$ cat config.mk
export PLATFORM = sky130hd
export DESIGN_NAME = mem_port_arbiter_flat
export DESIGN_NICKNAME = d
export VERILOG_FILES = /design/src/rtl/mem_arb_pkg.sv /design/src/rtl/mem_port_arbiter_if.sv /design/src/rtl/mem_port_arbiter_rr_pick2.sv /design/src/rtl/mem_port_arbiter.sv /design/src/flat_wrapper.sv
export SDC_FILE = /design/constraint.sdc
export NUM_CORES = 1
export LEC_CHECK = 0
export CELL_PAD_IN_SITES_DETAIL_PLACEMENT = 1
export CELL_PAD_IN_SITES_GLOBAL_PLACEMENT = 1
export CORE_ASPECT_RATIO = 0.9
export CORE_MARGIN = 3
export CORE_UTILIZATION = 31
export CTS_CLUSTER_DIAMETER = 200
export DETAILED_ROUTE_END_ITERATION = 10
export MAX_ROUTING_LAYER = met4
export PLACE_DENSITY_LB_ADDON = 0.1
export SETUP_SLACK_MARGIN = 0.02
export SLEW_MARGIN = 25
export SYNTH_ARGS = -nofsm -noshare
export SYNTH_HDL_FRONTEND = slang
export SYNTH_SLANG_ARGS = --single-unit
export TNS_END_PERCENT = 50
$ cat constraint.sdc
create_clock -name clk -period 4.86 [get_ports clk]
set_input_delay 0.972 -clock clk [delete_from_list [all_inputs] [get_ports clk]]
set_output_delay 0.972 -clock clk [all_outputs]
set_load 0.02 [all_outputs]
$ cat src/rtl/mem_arb_pkg.sv
// Shared definitions for the memory port arbiter.
//   state_t      : FSM state encoding (IDLE / ACCESS / DONE)
//   REQ_IF/REQ_D : requester IDs (instruction fetch / data path)
//   MEM_LAT_MAX  : largest read latency the 4-bit latency counter can reach
package mem_arb_pkg;

  typedef enum logic [1:0] {
    IDLE   = 2'b00,
    ACCESS = 2'b01,
    DONE   = 2'b10
  } state_t;

  localparam logic REQ_IF = 1'b0;
  localparam logic REQ_D  = 1'b1;

  localparam int MEM_LAT_MAX = 15;

endpackage

$ cat src/rtl/mem_port_arbiter_if.sv
// Bundle of requester handshakes and memory bus for the memory port arbiter.
//   fetch side : if_req, if_addr -> if_rdata, if_done
//   data side  : d_req, d_we, d_addr, d_wdata -> d_rdata, d_done
//   memory side: mem_addr, mem_wdata, mem_re, mem_we <- mem_rdata
//   status     : busy
// Modport slave is the arbiter's view; master is the requester/memory view.
interface mem_port_arbiter_if #(
  parameter int AW = 32,
  parameter int DW = 32
);

  logic          if_req;
  logic [AW-1:0] if_addr;
  logic [DW-1:0] if_rdata;
  logic          if_done;

  logic          d_req;
  logic          d_we;
  logic [AW-1:0] d_addr;
  logic [DW-1:0] d_wdata;
  logic [DW-1:0] d_rdata;
  logic          d_done;

  logic [AW-1:0] mem_addr;
  logic [DW-1:0] mem_wdata;
  logic          mem_re;
  logic          mem_we;
  logic [DW-1:0] mem_rdata;

  logic          busy;

  modport slave (
    input  if_req, if_addr, d_req, d_we, d_addr, d_wdata, mem_rdata,
    output if_rdata, if_done, d_rdata, d_done,
           mem_addr, mem_wdata, mem_re, mem_we, busy
  );

  modport master (
    output if_req, if_addr, d_req, d_we, d_addr, d_wdata, mem_rdata,
    input  if_rdata, if_done, d_rdata, d_done,
           mem_addr, mem_wdata, mem_re, mem_we, busy
  );

endinterface

$ cat src/rtl/mem_port_arbiter_rr_pick2.sv
// Two-input round-robin chooser (combinational).
//   req[1:0]    : request levels, indexed by requester ID
//   last_grant  : ID served most recently
//   grant_valid : any request present
//   grant_id    : chosen requester; on a tie, the one not served last
module rr_pick2
  import mem_arb_pkg::*;
(
  input  logic [1:0] req,
  input  logic       last_grant,
  output logic       grant_valid,
  output logic       grant_id
);

  always_comb begin
    grant_valid = |req;
    grant_id    = REQ_IF;
    if (req[REQ_D] && (!req[REQ_IF] || last_grant == REQ_IF)) begin
      grant_id = REQ_D;
    end
  end

endmodule

$ cat src/rtl/mem_port_arbiter.sv
// Arbitrates the single-port unified memory between instruction fetch and
// the load/store path, owning the memory strobes and address/data muxing.
//   clk, reset : clock, asynchronous active-high reset
//   bus        : requester handshakes, memory bus and busy (slave modport)
//
// state  | meaning
// IDLE   | sample requests, register grant and latch request attributes
// ACCESS | memory strobes active (MEM_LAT read cycles or one write cycle)
// DONE   | done pulse to the granted requester, captured data on its rdata
module mem_port_arbiter
  import mem_arb_pkg::*;
#(
  parameter int AW      = 32,
  parameter int DW      = 32,
  parameter int MEM_LAT = 1
) (
  input logic               clk,
  input logic               reset,
  mem_port_arbiter_if.slave bus
);

  // Out-of-range latencies are clamped to what the 4-bit counter supports.
  localparam logic [3:0] LAT_LAST = (MEM_LAT < 1)           ? 4'd1 :
                                    (MEM_LAT > MEM_LAT_MAX) ? 4'(MEM_LAT_MAX) :
                                                              4'(MEM_LAT);

  state_t        state, state_nxt;
  logic          grant_valid, grant_id;
  logic          gnt_q, last_grant, we_q;
  logic          access_last;
  logic [3:0]    lat_cnt;
  logic [AW-1:0] addr_q;
  logic [DW-1:0] wdata_q, rdata_q;

  rr_pick2 u_pick (
    .req         ({bus.d_req, bus.if_req}),
    .last_grant  (last_grant),
    .grant_valid (grant_valid),
    .grant_id    (grant_id)
  );

  // A store always finishes after its single write cycle.
  assign access_last = we_q || (lat_cnt == LAT_LAST);

  always_ff @(posedge clk or posedge reset) begin
    if (reset) state <= IDLE;
    else       state <= state_nxt;
  end

  always_comb begin
    state_nxt     = state;
    bus.mem_re    = 1'b0;
    bus.mem_we    = 1'b0;
    bus.mem_addr  = '0;
    bus.mem_wdata = '0;
    bus.if_done   = 1'b0;
    bus.d_done    = 1'b0;
    bus.if_rdata  = '0;
    bus.d_rdata   = '0;
    bus.busy      = (state != IDLE);
    case (state)
      IDLE: begin
        if (grant_valid) state_nxt = ACCESS;
      end
      ACCESS: begin
        bus.mem_addr = addr_q;
        bus.mem_re   = ~we_q;
        bus.mem_we   = we_q;
        if (we_q) bus.mem_wdata = wdata_q;
        if (access_last) state_nxt = DONE;
      end
      DONE: begin
        if (gnt_q == REQ_IF) begin
          bus.if_done  = 1'b1;
          bus.if_rdata = rdata_q;
        end else begin
          bus.d_done  = 1'b1;
          bus.d_rdata = rdata_q;
        end
        state_nxt = IDLE;
      end
      default: state_nxt = IDLE;
    endcase
  end

  always_ff @(posedge clk or posedge reset) begin
    if (reset) begin
      gnt_q      <= REQ_IF;
      last_grant <= REQ_D;
      we_q       <= 1'b0;
      lat_cnt    <= 4'd0;
      addr_q     <= '0;
      wdata_q    <= '0;
      rdata_q    <= '0;
    end else begin
      case (state)
        IDLE: begin
          if (grant_valid) begin
            gnt_q   <= grant_id;
            we_q    <= (grant_id == REQ_D) && bus.d_we;
            addr_q  <= (grant_id == REQ_D) ? bus.d_addr : bus.if_addr;
            wdata_q <= bus.d_wdata;
            lat_cnt <= 4'd1;
          end
        end
        ACCESS: begin
          if (access_last) begin
            rdata_q <= we_q ? '0 : bus.mem_rdata;
            lat_cnt <= 4'd0;
          end else begin
            lat_cnt <= lat_cnt + 4'd1;
          end
        end
        DONE: begin
          last_grant <= gnt_q;
        end
        default: ;
      endcase
    end
  end

endmodule
$ cat src/flat_wrapper.sv
// flat-port wrapper written by rule: the top's interface ports become plain ports
module mem_port_arbiter_flat import mem_arb_pkg::*;
#(
  parameter int AW      = 32,
  parameter int DW      = 32,
  parameter int MEM_LAT = 1
)
  (clk, reset, bus_if_req, bus_if_addr, bus_d_req, bus_d_we, bus_d_addr, bus_d_wdata, bus_mem_rdata, bus_if_rdata, bus_if_done, bus_d_rdata, bus_d_done, bus_mem_addr, bus_mem_wdata, bus_mem_re, bus_mem_we, bus_busy);
  mem_port_arbiter_if #(.AW(AW), .DW(DW)) bus_i ();
  input logic clk;
  input logic reset;
  input wire logic [$bits(bus_i.if_req)-1:0] bus_if_req;
  input wire logic [$bits(bus_i.if_addr)-1:0] bus_if_addr;
  input wire logic [$bits(bus_i.d_req)-1:0] bus_d_req;
  input wire logic [$bits(bus_i.d_we)-1:0] bus_d_we;
  input wire logic [$bits(bus_i.d_addr)-1:0] bus_d_addr;
  input wire logic [$bits(bus_i.d_wdata)-1:0] bus_d_wdata;
  input wire logic [$bits(bus_i.mem_rdata)-1:0] bus_mem_rdata;
  output wire logic [$bits(bus_i.if_rdata)-1:0] bus_if_rdata;
  output wire logic [$bits(bus_i.if_done)-1:0] bus_if_done;
  output wire logic [$bits(bus_i.d_rdata)-1:0] bus_d_rdata;
  output wire logic [$bits(bus_i.d_done)-1:0] bus_d_done;
  output wire logic [$bits(bus_i.mem_addr)-1:0] bus_mem_addr;
  output wire logic [$bits(bus_i.mem_wdata)-1:0] bus_mem_wdata;
  output wire logic [$bits(bus_i.mem_re)-1:0] bus_mem_re;
  output wire logic [$bits(bus_i.mem_we)-1:0] bus_mem_we;
  output wire logic [$bits(bus_i.busy)-1:0] bus_busy;
  assign bus_i.if_req = bus_if_req;
  assign bus_i.if_addr = bus_if_addr;
  assign bus_i.d_req = bus_d_req;
  assign bus_i.d_we = bus_d_we;
  assign bus_i.d_addr = bus_d_addr;
  assign bus_i.d_wdata = bus_d_wdata;
  assign bus_i.mem_rdata = bus_mem_rdata;
  assign bus_if_rdata = bus_i.if_rdata;
  assign bus_if_done = bus_i.if_done;
  assign bus_d_rdata = bus_i.d_rdata;
  assign bus_d_done = bus_i.d_done;
  assign bus_mem_addr = bus_i.mem_addr;
  assign bus_mem_wdata = bus_i.mem_wdata;
  assign bus_mem_re = bus_i.mem_re;
  assign bus_mem_we = bus_i.mem_we;
  assign bus_busy = bus_i.busy;
  mem_port_arbiter #(.AW(AW), .DW(DW), .MEM_LAT(MEM_LAT)) u_core (.clk(clk), .reset(reset), .bus(bus_i));
endmodule
==> impl.org <==
** Timing
- Number of endpoints with negative hold slack in the final report :: 0
- Worst slew slack as a fraction of its limit :: 49.0%
- Tcrit/Tclk final :: between 70 and 80%
- Final period demand of the worst path :: roughly 3.6 ns
- Final setup skew :: ~0.0066 ns
- Setup violations remaining at the end of the flow were counted as 0.
- F_max :: ~270 MHz
- Total count of max-transition violations in the final report :: 0
- Setup TNS :: 0 ns
- Setup repair after global routing left no endpoint under its margin.
- For the pin with the worst max-slew slack, the measured transition is 0.764 ns.

** Global routing
- First-pass GRT wire length :: between 20 and 30 mm
- Initial antenna violation count :: 0
- Across every metal layer, demand over resource in global routing totals between 10% and 20%.
- The via count of the first global-routing pass was around 4700.
- After global routing the overflow that remains totals 0.
- Entering global routing, the biggest net connects 41 pins.

** Worst setup path
- By startpoint and endpoint, the worst setup path is classified as reg -> out.
- The critical path goes through nor2b_4 -> buf_4 -> and3_1 -> clkdlybuf4s50_1.
- For the worst setup path, the data required time is just under 4 ns.
- Largest stage delay on the critical path :: roughly 0.62 ns
- R2R Setup Slk :: ~2.5 ns
- Data on the critical path arrives at its endpoint at between 2 and 3 ns.
- STA classifies the critical path startpoint as a flip-flop.
- The worst register-to-register path begins at u_core.state[1].
- Largest fanout on the critical path :: 34
- The worst setup path is captured at a primary output.
- For this design, the slowest cell found on the critical path is sky130_fd_sc_hd__clkdlybuf4s50_1.
- The worst register-to-register path has a depth of 4.
- The endpoint identified for the worst register-to-register timing path is u_core.wdata_q[19].

** Synth
- Most used standard cells in the synthesized netlist :: sky130_fd_sc_hd__dfrtp_1, sky130_fd_sc_hd__and2_1, sky130_fd_sc_hd__mux2_4
- Summed over all instances, the cell type with the most area after synthesis is sky130_fd_sc_hd__dfrtp_1.
- Top_reg_cell synth :: sky130_fd_sc_hd__dfrtp_1
- In the synthesized netlist the async set-or-reset flop fraction comes to 100%.
- In this run, distinct cell masters in the synthesized netlist total 36.
- Cell count after synthesis :: 435
- Leading post-synthesis cells by cell area :: sky130_fd_sc_hd__dfrtp_1, sky130_fd_sc_hd__mux2_4, sky130_fd_sc_hd__and2_1
- Counting every net in the synthesized netlist gives 570.
- Flip-flop and latch count after synthesis :: 105
- The synthesized design devotes to its leading area cell type between 40% and 50% of total area.
- After synthesis the cells add up to around 0.0055 mm2.
- Average cell area after synthesis :: between 10 and 15 um2
- Number of warnings printed during yosys synthesis :: 0
- Most common cell in the netlist :: sky130_fd_sc_hd__dfrtp_1
- Count of flip-flops with a built-in enable after synthesis :: 0
- For this run, the register share of the synthesized area comes to a little under half.

** Route
- The detail route stage leaves a number of antenna-violating nets equal to 0.
- For this block, the via count after detailed routing is about 4300.
- The pre-antenna-repair detailed-routing pass consisted of 4 iterations.
- After detailed routing, the total wire length is ~17 mm.
- Dividing the detail-routed via count by the number of cells gives about 4.7.
- In this run, the number of DRC markers left after iteration 0 of detailed routing was about 100.
- After detailed routing, the average wire length per cell comes to approximately 18 um.
- Residual DRC count :: 0

** Final layout
- Of the cells placed in the final design, the portion with a size suffix greater than 1 is approximately a fifth.
- Summing all non-filler instances in the final layout gives an area of 0.00861 mm2.
- Fill cell total of the finished layout :: between 1500 and 2000
- Number of nets in the final layout :: 817
- Non-Filler Instances :: a little over 900
- Number of antenna diodes :: 0
- Layout-stage area growth over the synthesis result :: 55.9%

** CTS
- In this run, CTS created clock tree buffers numbering 9.
- The later pin in the worst-skew pair is clocked with a latency of 0.35 ns.
- Cts-stage hold buffer count :: 0
- Clk sink count :: around 110
- Clock Pin Slew Worst Setup and Hold Paths :: about 0.060 ns
- Clock tree from TritonCTS :: built
- Number of buffers inserted by post-CTS setup repair :: 0
- H-tree levels :: 3
- Worst-case clock buffer depth :: 2
- Library cell used as clock root buffer :: sky130_fd_sc_hd__clkbuf_16
- The number of gates resized after CTS was 0.

** Hold path
- The startpoint identified for the worst hold timing path is u_core.wdata_q[6].
- Class of the tightest hold or removal check :: reg -> reg
- Along the worst hold path, the cell count comes to 1.
- The path with the worst hold slack has its endpoint at u_core.wdata_q[6].

** Power
- Summed over all cells, the static leakage comes to 3.72 nW.
- Power per cell area :: between 500 and 600 mW/mm2
- The worst-case IR drop observed on VDD is roughly 0.21 mV.

** Die
- The core region is 0.0172 mm2.
- Full die area :: just under 0.02 mm2
- Initial Utilization :: ~32%
- The floorplan step set the die height to around 130 um.
- From left edge to right edge, the die measures between 100 and 150 um.
- FP Rows :: 45
- Top-Level Pins :: between 200 and 300

** Run status
- Run status :: finished clean

** Placement
- Including well taps, the total number of placed cells is 906.
- Port buffering added roughly 270 buffers.
- After legalization and detailed placement, the total HPWL measured approximately 12 mm.
- Summing all placed instances gives a cell area of about 0.0083 mm2.
- Routability congestion estimate :: ~0.78

** Run
- The tool flagged a number of max-cap violations equal to 0.
-- final cells by class --
class                   instances  area (um2)  share of cell area, %
flip-flops and latches        105        2630                   30.5
inverters                       4        17.5                  0.203
clock inverters                 3        67.6                  0.784
well taps                     235         294                   3.41
repair buffers                272        2740                   31.8
clock buffers                  10         239                   2.77
multi-input cells             290        2630                   30.5
-- cells by family (layout without fill, tap and decap cells) --
logic type / after synthesis / in the layout / synth area share [%]
AOI/OAI and AO/OA: 45 / 45 / 6.70
and+or+nand+nor: 146 / 146 / 16.9
adders and majority gates: 2 / 2 / 0.453
DFF: 105 / 105 / 47.6
muxes: 97 / 97 / 23.2
buffers and inverters: 40 / 289 / 5.25
-- registers in the layout (all words and copies together) (netlist names) --
register / count
u_core.we_q: 1
u_core.lat_cnt: 4
u_core.gnt_q: 1
u_core.state: 2
u_core.addr_q: 32
u_core.rdata_q: 32
u_core.wdata_q: 32
u_core.last_grant: 1
-- placed cells by master (no fill, tap or decap), types with 5 or more instances in the layout --
cell type                           n
sky130_fd_sc_hd__dfrtp_1          103
sky130_fd_sc_hd__mux2_4            50
sky130_fd_sc_hd__mux2_2            47
sky130_fd_sc_hd__clkdlybuf4s50_1  265
sky130_fd_sc_hd__a22o_1            32
sky130_fd_sc_hd__buf_4              5
sky130_fd_sc_hd__clkbuf_16          9
sky130_fd_sc_hd__and3_1            32
sky130_fd_sc_hd__and2_1            97
-- how the worst max path moves through the flow --
stage	startpoint	slack, ns	to	depth (start not counted)
2_1_floorplan	reset	1.13	u_core.addr_q[0]	1
3_3_place_gp	bus_d_req	1.66	u_core.addr_q[30]	4
3_5_place_dp	u_core.state[1]	1.57	bus_d_rdata[5]	3
4_1_cts	u_core.state[1]	1.17	bus_d_rdata[5]	3
5_1_grt	u_core.state[1]	1.06	bus_mem_wdata[21]	4
6_report	u_core.state[1]	1.21	bus_mem_wdata[12]	4
-- routing by layer --
metal	routed length [um]	part of all wire, %	global-route usage, %
met5	0	0	-
met4	230	1.4	4.55
met3	1120	6.7	4.90
met2	7750	47	27.9
met1	7550	45	22.8
-- critical path, delay by kind of cell (launching register included) --
family | cells | cell delay [ns]
buf+inv | 2 | 1.02
flops | 1 | 0.48
simple gates | 2 | 0.81
-- report_power, final --
part	leakage, nW	internal, mW	switching (mW)
Clock	0.147	0.457	0.311
Sequential	1.28	1.30	0.306
Combinational	2.29	1.30	1.06
Total	3.72	3.05	1.67
-- stage by stage --
step	power (mW)	setup WS, ns	hold slack, ns	util, %
after floorplan	3.18	1.13	0.468	-
after global placement	3.91	1.66	0.485	48.2
after detailed placement	3.99	1.57	0.487	48.4
after CTS	4.80	1.17	0.509	50.1
after global routing	5.04	1.06	0.522	50.2
final	4.73	1.21	0.504	50.2
No activity file was read; power rests on OpenSTA's default activity.
